**src/rtl/alu_rr_sequencer_if.sv**
```systemverilog
// Request, response and ALU-control signals for the two-client ALU sequencer.
// slave is the sequencer's view; master is the host/ALU side.
interface alu_rr_sequencer_if #(
  parameter int WIDTH = 5,
  parameter int OPW   = 3,
  parameter int BPW   = 2
);
  logic                    req0_valid;
  logic                    req0_ready;
  logic signed [WIDTH-1:0] req0_a;
  logic signed [WIDTH-1:0] req0_b;
  logic [1:0]              req0_mode;
  logic [OPW-1:0]          req0_a_op;
  logic [BPW-1:0]          req0_b_op;

  logic                    req1_valid;
  logic                    req1_ready;
  logic signed [WIDTH-1:0] req1_a;
  logic signed [WIDTH-1:0] req1_b;
  logic [1:0]              req1_mode;
  logic [OPW-1:0]          req1_a_op;
  logic [BPW-1:0]          req1_b_op;

  logic                    rsp0_valid;
  logic                    rsp0_ready;
  logic                    rsp1_valid;
  logic                    rsp1_ready;
  logic signed [WIDTH:0]   rsp_data;

  logic                    alu_en;
  logic                    alu_a_en;
  logic                    alu_b_en;
  logic [OPW-1:0]          alu_a_op;
  logic [BPW-1:0]          alu_b_op;
  logic signed [WIDTH-1:0] alu_a;
  logic signed [WIDTH-1:0] alu_b;
  logic signed [WIDTH:0]   alu_c;

  logic                    busy;

  modport slave (
    input  req0_valid, req0_a, req0_b, req0_mode, req0_a_op, req0_b_op,
    input  req1_valid, req1_a, req1_b, req1_mode, req1_a_op, req1_b_op,
    input  rsp0_ready, rsp1_ready, alu_c,
    output req0_ready, req1_ready, rsp0_valid, rsp1_valid, rsp_data,
    output alu_en, alu_a_en, alu_b_en, alu_a_op, alu_b_op, alu_a, alu_b, busy
  );

  modport master (
    output req0_valid, req0_a, req0_b, req0_mode, req0_a_op, req0_b_op,
    output req1_valid, req1_a, req1_b, req1_mode, req1_a_op, req1_b_op,
    output rsp0_ready, rsp1_ready, alu_c,
    input  req0_ready, req1_ready, rsp0_valid, rsp1_valid, rsp_data,
    input  alu_en, alu_a_en, alu_b_en, alu_a_op, alu_b_op, alu_a, alu_b, busy
  );
endinterface

```
**src/rtl/alu_rr_sequencer.sv**
```systemverilog
// Round-robin sequencer sharing one registered ALU between two requesters.
//   state   | meaning
//   IDLE    | waiting for a request; grants one and latches its payload
//   ISSUE   | ALU enabled with the latched operands/opcodes
//   CAPTURE | ALU result valid; copied into rsp_data on the edge
//   RESP    | response held for the granted requester until it takes it
module alu_rr_sequencer #(
  parameter int WIDTH = 5,
  parameter int OPW   = 3,
  parameter int BPW   = 2
) (
  input logic               clk,
  input logic               rst,
  alu_rr_sequencer_if.slave bus
);

  typedef enum logic [1:0] {IDLE, ISSUE, CAPTURE, RESP} state_t;

  state_t                  state;
  logic                    rr_ptr;
  logic                    grant_id;
  logic                    grant_sel;
  logic                    req_any;
  logic                    rsp_take;

  logic                    alu_en_q;
  logic                    alu_a_en_q;
  logic                    alu_b_en_q;
  logic [OPW-1:0]          alu_a_op_q;
  logic [BPW-1:0]          alu_b_op_q;
  logic signed [WIDTH-1:0] alu_a_q;
  logic signed [WIDTH-1:0] alu_b_q;
  logic signed [WIDTH:0]   rsp_data_q;
  logic                    rsp0_valid_q;
  logic                    rsp1_valid_q;
  logic                    busy_q;

  // Requester 1 wins when it is the only one asking, or when both ask and it is its turn.
  always_comb begin
    req_any   = bus.req0_valid | bus.req1_valid;
    grant_sel = bus.req1_valid & (~bus.req0_valid | rr_ptr);
    rsp_take  = grant_id ? bus.rsp1_ready : bus.rsp0_ready;
  end

  assign bus.req0_ready = (state == IDLE) & ~rst & bus.req0_valid & ~grant_sel;
  assign bus.req1_ready = (state == IDLE) & ~rst & grant_sel;

  always_ff @(posedge clk or posedge rst) begin
    if (rst) begin
      state        <= IDLE;
      rr_ptr       <= 1'b0;
      grant_id     <= 1'b0;
      alu_en_q     <= 1'b0;
      alu_a_en_q   <= 1'b0;
      alu_b_en_q   <= 1'b0;
      alu_a_op_q   <= '0;
      alu_b_op_q   <= '0;
      alu_a_q      <= '0;
      alu_b_q      <= '0;
      rsp_data_q   <= '0;
      rsp0_valid_q <= 1'b0;
      rsp1_valid_q <= 1'b0;
      busy_q       <= 1'b0;
    end else begin
      case (state)
        IDLE: begin
          if (req_any) begin
            grant_id <= grant_sel;
            rr_ptr   <= ~grant_sel;
            alu_en_q <= 1'b1;
            busy_q   <= 1'b1;
            state    <= ISSUE;
            if (grant_sel) begin
              alu_a_en_q <= bus.req1_mode[1];
              alu_b_en_q <= bus.req1_mode[0];
              alu_a_op_q <= bus.req1_a_op;
              alu_b_op_q <= bus.req1_b_op;
              alu_a_q    <= bus.req1_a;
              alu_b_q    <= bus.req1_b;
            end else begin
              alu_a_en_q <= bus.req0_mode[1];
              alu_b_en_q <= bus.req0_mode[0];
              alu_a_op_q <= bus.req0_a_op;
              alu_b_op_q <= bus.req0_b_op;
              alu_a_q    <= bus.req0_a;
              alu_b_q    <= bus.req0_b;
            end
          end
        end
        ISSUE: begin
          alu_en_q   <= 1'b0;
          alu_a_en_q <= 1'b0;
          alu_b_en_q <= 1'b0;
          state      <= CAPTURE;
        end
        CAPTURE: begin
          rsp_data_q   <= bus.alu_c;
          rsp0_valid_q <= ~grant_id;
          rsp1_valid_q <= grant_id;
          state        <= RESP;
        end
        RESP: begin
          if (rsp_take) begin
            rsp0_valid_q <= 1'b0;
            rsp1_valid_q <= 1'b0;
            busy_q       <= 1'b0;
            state        <= IDLE;
          end
        end
        default: state <= IDLE;
      endcase
    end
  end

  assign bus.alu_en     = alu_en_q;
  assign bus.alu_a_en   = alu_a_en_q;
  assign bus.alu_b_en   = alu_b_en_q;
  assign bus.alu_a_op   = alu_a_op_q;
  assign bus.alu_b_op   = alu_b_op_q;
  assign bus.alu_a      = alu_a_q;
  assign bus.alu_b      = alu_b_q;
  assign bus.rsp_data   = rsp_data_q;
  assign bus.rsp0_valid = rsp0_valid_q;
  assign bus.rsp1_valid = rsp1_valid_q;
  assign bus.busy       = busy_q;

endmodule

```
**src/flat_wrapper.sv**
```systemverilog
// flat-port wrapper written by rule: the top's interface ports become plain ports
module alu_rr_sequencer_flat 
#(
  parameter int WIDTH = 5,
  parameter int OPW   = 3,
  parameter int BPW   = 2
)
  (clk, rst, bus_req0_valid, bus_req0_a, bus_req0_b, bus_req0_mode, bus_req0_a_op, bus_req0_b_op, bus_req1_valid, bus_req1_a, bus_req1_b, bus_req1_mode, bus_req1_a_op, bus_req1_b_op, bus_rsp0_ready, bus_rsp1_ready, bus_alu_c, bus_req0_ready, bus_req1_ready, bus_rsp0_valid, bus_rsp1_valid, bus_rsp_data, bus_alu_en, bus_alu_a_en, bus_alu_b_en, bus_alu_a_op, bus_alu_b_op, bus_alu_a, bus_alu_b, bus_busy);
  alu_rr_sequencer_if #(.WIDTH(WIDTH), .OPW(OPW), .BPW(BPW)) bus_i ();
  input logic clk;
  input logic rst;
  input wire logic [$bits(bus_i.req0_valid)-1:0] bus_req0_valid;
  input wire logic [$bits(bus_i.req0_a)-1:0] bus_req0_a;
  input wire logic [$bits(bus_i.req0_b)-1:0] bus_req0_b;
  input wire logic [$bits(bus_i.req0_mode)-1:0] bus_req0_mode;
  input wire logic [$bits(bus_i.req0_a_op)-1:0] bus_req0_a_op;
  input wire logic [$bits(bus_i.req0_b_op)-1:0] bus_req0_b_op;
  input wire logic [$bits(bus_i.req1_valid)-1:0] bus_req1_valid;
  input wire logic [$bits(bus_i.req1_a)-1:0] bus_req1_a;
  input wire logic [$bits(bus_i.req1_b)-1:0] bus_req1_b;
  input wire logic [$bits(bus_i.req1_mode)-1:0] bus_req1_mode;
  input wire logic [$bits(bus_i.req1_a_op)-1:0] bus_req1_a_op;
  input wire logic [$bits(bus_i.req1_b_op)-1:0] bus_req1_b_op;
  input wire logic [$bits(bus_i.rsp0_ready)-1:0] bus_rsp0_ready;
  input wire logic [$bits(bus_i.rsp1_ready)-1:0] bus_rsp1_ready;
  input wire logic [$bits(bus_i.alu_c)-1:0] bus_alu_c;
  output wire logic [$bits(bus_i.req0_ready)-1:0] bus_req0_ready;
  output wire logic [$bits(bus_i.req1_ready)-1:0] bus_req1_ready;
  output wire logic [$bits(bus_i.rsp0_valid)-1:0] bus_rsp0_valid;
  output wire logic [$bits(bus_i.rsp1_valid)-1:0] bus_rsp1_valid;
  output wire logic [$bits(bus_i.rsp_data)-1:0] bus_rsp_data;
  output wire logic [$bits(bus_i.alu_en)-1:0] bus_alu_en;
  output wire logic [$bits(bus_i.alu_a_en)-1:0] bus_alu_a_en;
  output wire logic [$bits(bus_i.alu_b_en)-1:0] bus_alu_b_en;
  output wire logic [$bits(bus_i.alu_a_op)-1:0] bus_alu_a_op;
  output wire logic [$bits(bus_i.alu_b_op)-1:0] bus_alu_b_op;
  output wire logic [$bits(bus_i.alu_a)-1:0] bus_alu_a;
  output wire logic [$bits(bus_i.alu_b)-1:0] bus_alu_b;
  output wire logic [$bits(bus_i.busy)-1:0] bus_busy;
  assign bus_i.req0_valid = bus_req0_valid;
  assign bus_i.req0_a = bus_req0_a;
  assign bus_i.req0_b = bus_req0_b;
  assign bus_i.req0_mode = bus_req0_mode;
  assign bus_i.req0_a_op = bus_req0_a_op;
  assign bus_i.req0_b_op = bus_req0_b_op;
  assign bus_i.req1_valid = bus_req1_valid;
  assign bus_i.req1_a = bus_req1_a;
  assign bus_i.req1_b = bus_req1_b;
  assign bus_i.req1_mode = bus_req1_mode;
  assign bus_i.req1_a_op = bus_req1_a_op;
  assign bus_i.req1_b_op = bus_req1_b_op;
  assign bus_i.rsp0_ready = bus_rsp0_ready;
  assign bus_i.rsp1_ready = bus_rsp1_ready;
  assign bus_i.alu_c = bus_alu_c;
  assign bus_req0_ready = bus_i.req0_ready;
  assign bus_req1_ready = bus_i.req1_ready;
  assign bus_rsp0_valid = bus_i.rsp0_valid;
  assign bus_rsp1_valid = bus_i.rsp1_valid;
  assign bus_rsp_data = bus_i.rsp_data;
  assign bus_alu_en = bus_i.alu_en;
  assign bus_alu_a_en = bus_i.alu_a_en;
  assign bus_alu_b_en = bus_i.alu_b_en;
  assign bus_alu_a_op = bus_i.alu_a_op;
  assign bus_alu_b_op = bus_i.alu_b_op;
  assign bus_alu_a = bus_i.alu_a;
  assign bus_alu_b = bus_i.alu_b;
  assign bus_busy = bus_i.busy;
  alu_rr_sequencer #(.WIDTH(WIDTH), .OPW(OPW), .BPW(BPW)) u_core (.clk(clk), .rst(rst), .bus(bus_i));
endmodule
```
**config.mk**
```make
export PLATFORM = sky130hd
export DESIGN_NAME = alu_rr_sequencer_flat
export DESIGN_NICKNAME = d
export VERILOG_FILES = /design/src/rtl/alu_rr_sequencer_if.sv /design/src/rtl/alu_rr_sequencer.sv /design/src/flat_wrapper.sv
export SDC_FILE = /design/constraint.sdc
export NUM_CORES = 1
export LEC_CHECK = 0
export CORE_ASPECT_RATIO = 1.75
export CORE_MARGIN = 2
export CORE_UTILIZATION = 39
export DETAILED_ROUTE_END_ITERATION = 8
export PLACE_DENSITY_LB_ADDON = 0.25
export SLEW_MARGIN = 20
export SYNTH_ARGS = -nofsm -noshare
export SYNTH_HDL_FRONTEND = slang
export SYNTH_SLANG_ARGS = --single-unit
```
**constraint.sdc**
```tcl
create_clock -name clk -period 2.2 [get_ports clk]
set_input_delay 0.33 -clock clk [delete_from_list [all_inputs] [get_ports clk]]
set_output_delay 0.33 -clock clk [all_outputs]
set_load 0.005 [all_outputs]
```
* After elaboration in Yosys (flattened, before gate mapping)
Cells that the tools add are included.
** Storage, ports and cells
- Input bits :: 46
- Bits in registers :: 31
- Output and inout port bits :: 29
** Cells by class
- Bitwise gates (word level) :: 11
- Equal/unequal tests :: 5
- Multiplexer cells :: 20
- Reductions and logical operators :: 9
** Operators with widths (number)
- 1-bit one-hot mux with 2 select lines :: 6
- 5-bit 2-to-1 mux :: 2
- 2-bit one-hot mux with 4 select lines :: 1
- 2-bit AND reduction :: 4
- 1-bit 2-to-1 mux :: 7
- 2-bit 2-to-1 mux :: 3
- 2-bit nonzero test :: 3
- 1-bit AND :: 5
- 2-bit == test, second input constant :: 2
- 2-bit by 1-bit inequality test with 1-bit output, second input constant :: 2
- 1-bit inverter :: 4
- 3-bit 2-to-1 mux :: 1
- 3-bit AND reduction :: 1
- 2-bit by 1-bit == test with 1-bit output, second input constant :: 1
- 2-bit logical NOT :: 1
- 1-bit OR :: 2

* Longest topological paths before layout
Gate-level depths: netlist of the first run.
- Depth after elaboration :: 6
- Gate-level depth with buffers :: 6
- Mapped depth without buffers :: 5

* Worst setup path before layout of the first run
No wires, ideal clock.
- Kind :: reg2out
- From :: register u_core.state[0]
- To :: output port bus_req0_ready
- Data required time :: 1870 ps
- Cell stages (with the launch flop) :: 7
- Slack :: 568 ps
- Arrival time :: 1302 ps
- Path through :: dfrtp_1 > inv_1 > ha_1 > and3_1 > buf_2 > buf_2 > and2_1
** Between the ends
- Cells in the longest elaborated chain, start to end :: 4
** RTL lines
- start: declaration :: line alu_rr_sequencer.sv:19 : state_t state;
- start signal: assignment :: line alu_rr_sequencer.sv:50 : state <= IDLE;
- start signal: assignment :: line alu_rr_sequencer.sv:72 : state <= ISSUE;
- start signal: assignment :: line alu_rr_sequencer.sv:94 : state <= CAPTURE;
- 2-bit logical NOT :: line alu_rr_sequencer.sv:45 : assign bus.req0_ready = (state == IDLE) & ~rst & bus.req0_valid & ~grant_sel;
- 1-bit AND (3 in a row) :: line alu_rr_sequencer.sv:45
- end: declaration :: line flat_wrapper.sv:27 : output wire logic [$bits(bus_i.req0_ready)-1:0] bus_req0_ready;
No other way between the ends.

* Worst setup path in the final report of the first run
Same ends and word-level chain as after synthesis.

==> results of run 1 <==
==> final cells by class <==
cell class                 instances  area share [%]
multi-input combinational         80            26.4
timing repair buffer              86            34.7
tap                               46            2.39
inverter                           5           0.781
clock buffer                       5            2.86
clock inverter                     3           0.625
sequential                        31            32.3
==> cell usage after synthesis <==
cell      number
nor2b_1        1
a211oi_1       1
buf_6          2
mux2i_1        4
clkbuf_1       2
nand4_1        4
ha_1           6
a21oi_1        2
nand2_1        2
nand2b_1       1
nor3b_1        2
inv_1          5
a221o_1       15
nand3_1        3
o21ai_1        1
nor2_1         4
buf_2          2
o21ai_0        5
and3_1         2
a21o_1         2
and2_1        17
dfrtp_1       31
mux2_2         8
==> kinds of logic after synthesis <==
logic type	synth area share (%)
and+or+nand+nor	14.3
AOI/OAI and AO/OA	14.6
DFF	53.1
buffers and inverters	4.02
muxes	8.90
adders and majority gates	5.14
==> critical path, cell delays in order, from the launching register on <==
cell and delay, ns:
dfrtp_1 0.43, inv_2 0.09, ha_2 0.20, and3_4 0.19, and2_1 0.12, clkdlybuf4s50_1 0.50
==> through the flow <==
step / std cells / util, % / TNS (ns)
global route: 256 / 66.9 / -0.00859
finish: 256 / 66.9 / 0
detailed placement: 245 / 63.7 / 0
CTS: 254 / 66.2 / 0
floorplan: 122 / - / 0
global placement: 245 / 63.7 / 0
==> report_power, final <==
| part | switching, mW | total (mW) | internal, mW |
|---|---|---|---|
| Sequential | 0.158 | 1.01 | 0.853 |
| Combinational | 0.596 | 1.59 | 0.992 |
| Clock | 0.207 | 0.422 | 0.216 |
| Total | 0.961 | 3.02 | 2.06 |
==> how the worst max path moves through the flow <==
stage	end	depth (start not counted)	slack, ns	startpoint
after floorplan	bus_req0_ready	6	0.57	u_core.state[0]$_DFFE_PP0P_
after global placement	bus_req0_ready	5	0.11	bus_req1_valid
after detailed placement	bus_req0_ready	5	0.11	bus_req1_valid
after CTS	bus_req0_ready	5	0.00005	u_core.state[0]$_DFFE_PP0P_
after global routing	bus_req0_ready	5	-0.009	u_core.state[0]$_DFFE_PP0P_
final	bus_req0_ready	5	0.06	u_core.state[0]$_DFFE_PP0P_
==> routing by layer <==
layer	GRT usage (%)	up-vias	share of wire, %
met3	5.63	9	6.6
met2	38.5	60	55
met5	0	-	0
met1	23.4	636	36
met4	8.59	0	2.0
li1	-	619	-
==> sequential cells by signal (all words and copies together) (netlist names) <==
name and cells:
u_core.bus.rsp1_valid 1, u_core.bus.alu_b_op 2, u_core.bus.alu_a 5, u_core.bus.alu_a_en 1, u_core.bus.alu_en 1, u_core.rr_ptr 1
u_core.bus.alu_b 5, u_core.bus.rsp_data 6, u_core.state 2, u_core.grant_id 1, u_core.bus.rsp0_valid 1, u_core.bus.busy 1
u_core.bus.alu_b_en 1, u_core.bus.alu_a_op 3
==> timing repair <==
| item | CTS | global route |
|---|---|---|
| endpoints found under the setup margin | 2 | 2 |
| buffers inserted | 1 | 2 |
| hold endpoints to repair | 0 | 0 |
| gates resized for setup | 1 | 4 |
==> results by group, run 1 <==
Die
  • FP Rows: 29
  • Vert. Die Dim: around 85 um
  • DIE WIDTH: 50.3 um
  • Die area: about 0.0043 mm^2
  • Initial Util: 40.7%
  • Ports: 75
  • Core area: 0.00359 mm^2

Power and ir drop
  • Power density over the cells: roughly 1300 mW/mm^2
  • Total Power: around 3.0 mW
  • Leakage power: roughly 1.1 nW
  • VDD IR-drop max: ~0.9 mV

Clocking
  • Clk slew on worst S/H paths: ~0.060 ns
  • H-tree levels: 2
  • CTS tree: done
  • Worst-skew pair later-pin latency: 0.28 ns
  • Maximum clock path buffer count: 2
  • Clock root buffer: clkbuf_8
  • Clk sink count: 31
  • CTS Buf Count: 5
  • Cts hold-fix bufs: 0

Yosys
  • Synthesized Nets: around 170
  • Area of the mapped netlist: 0.00146 mm^2
  • Register bit count reported by yosys: 31
  • Mean Syn Cell Area: approximately 12 um^2
  • Ranking of synthesized cells by area: dfrtp_1 53%, a221o_1 10%, and2_1 7.3%
  • Synth cell types: 23
  • Cell taking the most area after synthesis: dfrtp_1
  • Yosys warns: 0
  • Sequential fraction of the synthesis area: between 50% and 60%
  • Cells after synthesis: ~120
  • Area fraction of the dominant cell type after synthesis: ~53%

Setup path
  • R2r setup slk: ~0.46 ns
  • FF-to-FF End: u_core.bus.alu_a[1]$_DFFE_PP0P_
  • Crit path kind: reg2out
  • Reg2Reg Depth: 5
  • Critical Path AT: ~1.8 ns
  • Reg-to-Reg Start: u_core.state[0]$_DFFE_PP0P_
  • CP Data Required Time: 1.87 ns
  • Crit end category: primary output
  • Worst setup SP type: flip-flop
  • Max FO, Critical Path: 4

Detailed routing
  • WL/cell: 16.4 um
  • DR pass1 iterations: 4
  • Residual DRC: 0
  • Final ANT Viol Nets: 0
  • Routed WL: between 4000 and 5000 um
  • Routed vias/inst: 5.17
  • Routed vias: about 1,300
  • 1st-iter DRT viols: 22

Placement
  • DP Worst Slack: about 0.11 ns
  • Gpl congestion: 0.707
  • Port bufs: 74
  • DP Area: about 0.0023 mm^2
  • DP HPWL: approximately 3200 um

Run
  • Max_cap viols: 0

STA
  • Fmax: 0.467 GHz
  • PnR worst setup slack: around 0.058 ns
  • Final Max Tran Viols: 0
  • Layout Skew: about 0.0034 ns
  • Final hold violations: 0
  • Worst Tran Pin Value: roughly 0.95 ns
  • Rel. slew slack: a little over a third
  • Setup violations, final: 0
  • Fin Hold WS: about 0.42 ns
  • Minimum clock period after layout: approximately 2.1 ns
  • Period utilisation layout: approximately 97%

Final layout
  • Final nets: between 200 and 300
  • Multi-input logic area: approximately 630 um^2
  • Storage cell area: 776 um^2
  • Share of layout cells above drive strength 1: ~15%
  • FILL cells: between 200 and 300
  • Area Overhead vs Synth: 64.5%
  • Commonest non-fill, non-tap cell in the layout: clkdlybuf4s50_1
  • N_diodes: 0
  • Final Instance Area: about 0.0024 mm^2
  • Commonest non-fill, non-tap cells in the layout: 73 x clkdlybuf4s50_1, 31 x dfrtp_1, 17 x and2_1, 15 x a221o_1, 12 x buf_4

Run status
  • Status: finished, final reports clean

Global route
  • All-Layer GR Usage: 21.5%
  • Largest net degree at the start of global routing: 20
  • Initial antenna violation count: 0
  • Number of global-route vias before repair: 1,498
  • First-pass GRT wire length: slightly below 7000 um
  • Total grt overflow: 0

Hold path
  • Hold crit path type: in2async
Power figures use the tool's default switching activity.
==> run 2, diff against run 1 <==
Settings changed: CORE_UTILIZATION 39 to 50, CTS_CLUSTER_DIAMETER set to 120, DONT_BUFFER_PORTS set to 1.
==> run 2 against run 1 <==
Against the previous run:
- die area is 21% lower
- routed wire length is 29% lower
- combinational power is 45% lower
- maximum frequency is 9.9% higher
- critical endpoint is now bus_req1_ready
- largest power group is now sequential cells
==> results by group, run 2 (synthesis gave the netlist of run 1 again) <==
STA
  • Setup violations, final: 0
  • RSZ-0062 raised after global routing: false
  • Period utilisation layout: 88.6%
  • Worst Tran Pin Value: about 0.96 ns
  • PnR worst setup slack: 0.251 ns
  • Layout Skew: 0.00499 ns
  • Rel. slew slack: roughly 36%
  • Final Max Tran Viols: 0
  • Final hold violations: 0
  • Setup TNS: 0 ns
  • Fmax: roughly 0.5 GHz
  • Minimum clock period after layout: just under 2 ns

Global route
  • First-pass GRT wire length: between 4000 and 5000 um
  • All-Layer GR Usage: ~20%
  • Largest net degree at the start of global routing: 26
  • Total grt overflow: 0
  • Number of global-route vias before repair: between 1,000 and 1,500
  • Initial antenna violation count: 0

Clocking
  • Worst-skew pair later-pin latency: ~0.28 ns
  • Maximum clock path buffer count: 2
  • CTS tree: done
  • H-tree levels: 2
  • Clock root buffer: clkbuf_8
  • Clk sink count: 31
  • Clk slew on worst S/H paths: roughly 0.06 ns
  • CTS Buf Count: 5

Final layout
  • Util after Layout: between 50% and 60%
  • N_diodes: 0
  • Commonest non-fill, non-tap cells in the layout: 31 x dfrtp_1, 17 x and2_1, 15 x a221o_1, 8 x mux2_2, 7 x clkbuf_8
  • Non-Filler Instances: between 150 and 200
  • Max reg flops: 6
  • Commonest non-fill, non-tap cell in the layout: dfrtp_1
  • Area Overhead vs Synth: 8.73%
  • FILL cells: around 260
  • Final nets: 179
  • Share of layout cells above drive strength 1: between 10% and 20%
  • Multi-input logic area: 627 um^2
  • Storage cell area: 776 um^2

Setup path
  • Slowest CP cell: dfrtp_1
  • CP Data Required Time: 1.87 ns
  • Worst setup SP type: flip-flop
  • FF-to-FF End: u_core.bus.alu_b[3]$_DFFE_PP0P_
  • Max FO, Critical Path: 9
  • Largest stage delay, worst path: between 0.4 and 0.5 ns
  • Reg2Reg Depth: 5
  • Reg-to-Reg Start: u_core.state[0]$_DFFE_PP0P_
  • Crit end category: primary output
  • Critical Path AT: ~1.6 ns
  • R2r setup slk: 0.39 ns
  • CP Cell Sequence: inv_1 > ha_1 > and3_1 > and2_1
  • Crit path kind: reg2out

Power and ir drop
  • VDD IR-drop max: just under 0.8 mV
  • Power density over the cells: roughly 1500 mW/mm^2
  • Leakage power: approximately 0.74 nW

Placement
  • Placed insts: 147
  • DP HPWL: ~2300 um
  • Port bufs: 0
  • DP Worst Slack: between 0.3 and 0.4 ns
  • Gpl congestion: about 0.78

Die
  • Core area: ~0.0029 mm^2
  • Die area: approximately 0.0034 mm^2
  • Initial Util: between 50 and 60%
  • Ports: between 70 and 80
  • DIE WIDTH: ~45 um
  • Vert. Die Dim: ~76 um
  • FP Rows: 26

Hold path
  • HP Start: bus_req0_valid
  • Hold crit path type: in2reg
  • WHS Path Cells: 2
  • Hold Crit Endpoint: u_core.bus.alu_en$_DFFE_PP0P_

Detailed routing
  • 1st-iter DRT viols: 5
  • WL/cell: 19.3 um
  • DR pass1 iterations: 4
  • Routed vias/inst: 6.47
  • Residual DRC: 0
  • Final ANT Viol Nets: 0
  • Routed WL: roughly 3000 um
  • Routed vias: ~1,000

Run status
  • Status: finished, final reports clean

Run
  • Max_cap viols: 0
## run 2: changes by cell type in the layout (fill, tap and decap cells not counted), sizes merged
cell,change
buf,-9
clkbuf,+3
clkdlybuf4s50,-73
clkinv,-3
dlygate4sd3,+1
dlymetal6s2s,-1
## run 2: worst max path at each step
stage,startpoint,end,slack [ns],depth (start not counted)
4_1_cts,u_core.state[0]$_DFFE_PP0P_,bus_req0_ready,0.24,4
6_report,u_core.state[0]$_DFFE_PP0P_,bus_req1_ready,0.25,4
2_1_floorplan,u_core.state[0]$_DFFE_PP0P_,bus_req0_ready,0.57,6
3_3_place_gp,u_core.state[0]$_DFFE_PP0P_,u_core.bus.alu_a[0]$_DFFE_PP0P_,0.50,5
5_1_grt,u_core.state[0]$_DFFE_PP0P_,bus_req1_ready,0.13,4
3_5_place_dp,u_core.state[0]$_DFFE_PP0P_,u_core.bus.alu_b_op[0]$_DFFE_PP0P_,0.39,5
## run 2: where the power goes
group          switching, mW  total (mW)  internal [mW]
Sequential             0.213        1.07          0.855
Combinational          0.404       0.872          0.467
Clock                  0.200       0.485          0.285
Total                  0.816        2.42           1.61
## run 2: area by class of cell
type | count | share of cell area (%)
clock buffer | 8 | 6.30
inverter | 5 | 1.18
multi-input combinational | 80 | 39.4
sequential | 31 | 48.8
tap | 28 | 2.20
timing repair buffer | 4 | 2.05
## run 2: what timing repair did
item	in CTS	in global routing
gates resized for setup	0	0
setup buffers	0	0
endpoints found under the hold margin	6	0
hold buffers	1	0
## run 2: worst max-delay path: cells and delay by family (launching register included)
family | cells | cell delay (ns)
and+or+nand+nor | 2 | 0.56
adders and majority gates | 1 | 0.21
buffers and inverters | 1 | 0.14
DFF | 1 | 0.43
## run 2: layer usage
layer	global-route usage, %	wire (um)
met2	33.7	1580
met1	19.7	1060
met3	6.87	264
met4	13.1	102
met5	0	0
## run 2: metrics by stage
stage	area, um^2	total power [mW]	hold slack (ns)
finish	1590	2.42	0.189
global route	1590	2.61	0.179
CTS	1590	2.46	0.179
detailed placement	1480	1.96	0.176
global placement	1480	1.91	0.178
floorplan	1460	1.77	0.444
==> run 3, diff against run 2 <==
Settings changed: CORE_UTILIZATION 50 to 35.
==> run 3 against run 2 <==
Against the previous run:
- sequential power hardly changed
- utilization is 16 points lower
- sequential cell count stayed put
- clock-buffer cell count stayed put
- maximum frequency is 3.7% lower
- clock skew is 0.0010 ns lower
- first-iteration DRC count grew to 3.0 times the previous value
- total power is 1.6% higher
- critical endpoint unchanged
- worst hold slack hardly changed
- final cell count is 14% higher
- worst setup slack worse by 0.075 ns
- non-clock buffer count is 1 higher
==> results by group, run 3 (synthesis gave the netlist of run 1 again) <==
Run status
  • Status: finished, final reports clean

Global route
  • Total grt overflow: 0
  • Largest net degree at the start of global routing: 25
  • Number of global-route vias before repair: about 1,100
  • First-pass GRT wire length: 5040 um
  • All-Layer GR Usage: roughly 15%
  • Initial antenna violation count: 0

Setup path
  • CP Cell Sequence: inv_1 > ha_1 > and3_1 > and2_1
  • Critical Path AT: 1.69 ns
  • Crit path kind: reg2out
  • Buf/Inv on CP: 1
  • Largest delay share family, worst path: simple AND/OR/NAND/NOR gates
  • Slowest CP cell: and3_1
  • Crit end category: primary output
  • Worst setup SP type: flip-flop
  • CP Data Required Time: between 1.5 and 2 ns
  • Largest stage delay, worst path: between 0.4 and 0.5 ns
  • Max FO, Critical Path: 11

Clocking
  • Worst-skew pair later-pin latency: between 0.2 and 0.3 ns
  • Maximum clock path buffer count: 2
  • H-tree levels: 2
  • CTS resizes: 0
  • CTS tree: done
  • CTS Buf Count: 5
  • Post-CTS setup buffers: 0
  • Clk sink count: 31
  • Clock root buffer: clkbuf_8
  • Clk slew on worst S/H paths: 0.07 ns
  • Cts hold-fix bufs: 1

Run
  • Max_cap viols: 0

Placement
  • DP HPWL: ~2500 um
  • Port bufs: 0
  • Gpl congestion: around 0.72
  • DP Area: approximately 0.0015 mm^2

STA
  • Minimum clock period after layout: 2.02 ns
  • Rel. slew slack: about two fifths
  • Final hold violations: 0
  • Layout Skew: just under 0.004 ns
  • RSZ-0062 raised after global routing: false
  • Setup TNS: 0 ns
  • Period utilisation layout: a little over 90%
  • Worst Tran Pin Value: approximately 0.9 ns
  • Final Max Tran Viols: 0
  • Fin Hold WS: ~0.19 ns
  • Setup violations, final: 0
  • Fmax: 0.494 GHz

Detailed routing
  • Routed WL: 3340 um
  • Residual DRC: 0
  • Final ANT Viol Nets: 0
  • DR pass1 iterations: 4
  • Metal-1 WL: roughly 1200 um
  • Met2 routed WL: ~1700 um
  • 1st-iter DRT viols: 15
  • Routed vias/inst: around 5.7
  • Uppermost layer routed: met4
  • Routed wl met3: about 300 um
  • WL/cell: 18.8 um
  • Routed vias: between 1,000 and 1,500

Power and ir drop
  • Power density over the cells: between 1500 and 2000 mW/mm^2
  • Leakage power: roughly 0.75 nW
  • VDD IR-drop max: a little under 0.7 mV

Final layout
  • Commonest non-fill, non-tap cell in the layout: dfrtp_1
  • FILL cells: 407
  • Max reg flops: 6
  • Commonest non-fill, non-tap cells in the layout: 31 x dfrtp_1, 17 x and2_1, 15 x a221o_1, 8 x mux2_2, 7 x clkbuf_8
  • Final nets: 180
  • Multi-input logic area: 627 um^2
  • Area Overhead vs Synth: 11.0%
  • Share of layout cells above drive strength 1: ~15%
  • Final Instance Area: 0.00162 mm^2
  • N_diodes: 0
  • Storage cell area: slightly below 800 um^2

Die
  • Initial Util: between 30% and 40%
  • DIE WIDTH: approximately 53 um
  • Vert. Die Dim: about 90 um
  • FP Rows: 31
  • Die area: roughly 0.0047 mm^2
  • Ports: 75
  • Core area: roughly 0.0041 mm^2

Hold path
  • Hold crit path type: in2reg
## run 3: cell count changes in the layout (fill, tap and decap cells not counted)
cell / delta
buf_4: +1
## run 3: cell type report
type,count,share of cell area [%]
timing repair buffer,5,2.47
inverter,5,1.16
tap,49,3.78
multi-input combinational,80,38.6
clock buffer,8,6.17
sequential,31,47.8
## run 3: report_power, final
group	total (mW)	internal [mW]	switching, mW
sequential	1.08	0.855	0.223
combinational	0.894	0.474	0.420
clock	0.490	0.285	0.204
## run 3: worst register-to-register path, cell delays in order, from the launching register on
cell     delay, ns
dfrtp_1       0.42
inv_1         0.10
ha_1          0.22
and3_1        0.32
buf_4         0.23
a221o_1       0.36
## run 3: worst paths after layout
path | startpoint | endpoint | slack [ns] | cells past startpoint
setup / recovery | u_core.state[0]$_DFFE_PP0P_ | bus_req1_ready | 0.18 | 4
hold / removal | bus_req0_valid | u_core.bus.alu_en$_DFFE_PP0P_ | 0.19 | 2
setup reg to reg | u_core.state[1]$_DFFE_PP0P_ | u_core.bus.alu_b[2]$_DFFE_PP0P_ | 0.43 | 5
hold reg to reg | u_core.rr_ptr$_DFFE_PP0P_ | u_core.rr_ptr$_DFFE_PP0P_ | 0.51 | 1
max in group asynchronous | rst | u_core.bus.alu_b_en$_DFFE_PP0P_ | 1.08 | 3
min in group asynchronous | rst | u_core.bus.alu_b[2]$_DFFE_PP0P_ | 0.47 | 2
## run 3: through the flow
stage | total power [mW] | utilization (%) | setup WS [ns] | instances
floorplan | 1.77 | - | 0.568 | 122
global placement | 1.94 | 37.1 | 0.476 | 169
detailed placement | 1.99 | 37.1 | 0.411 | 169
CTS | 2.50 | 39.8 | 0.159 | 178
global route | 2.65 | 39.8 | 0.0246 | 178
finish | 2.46 | 39.8 | 0.176 | 178
## run 3: per-layer routing
metal,GRT usage (%),up-vias
met5,0,-
li1,-,456
met3,5.69,9
met2,25.1,55
met4,6.76,0
met1,15.5,496
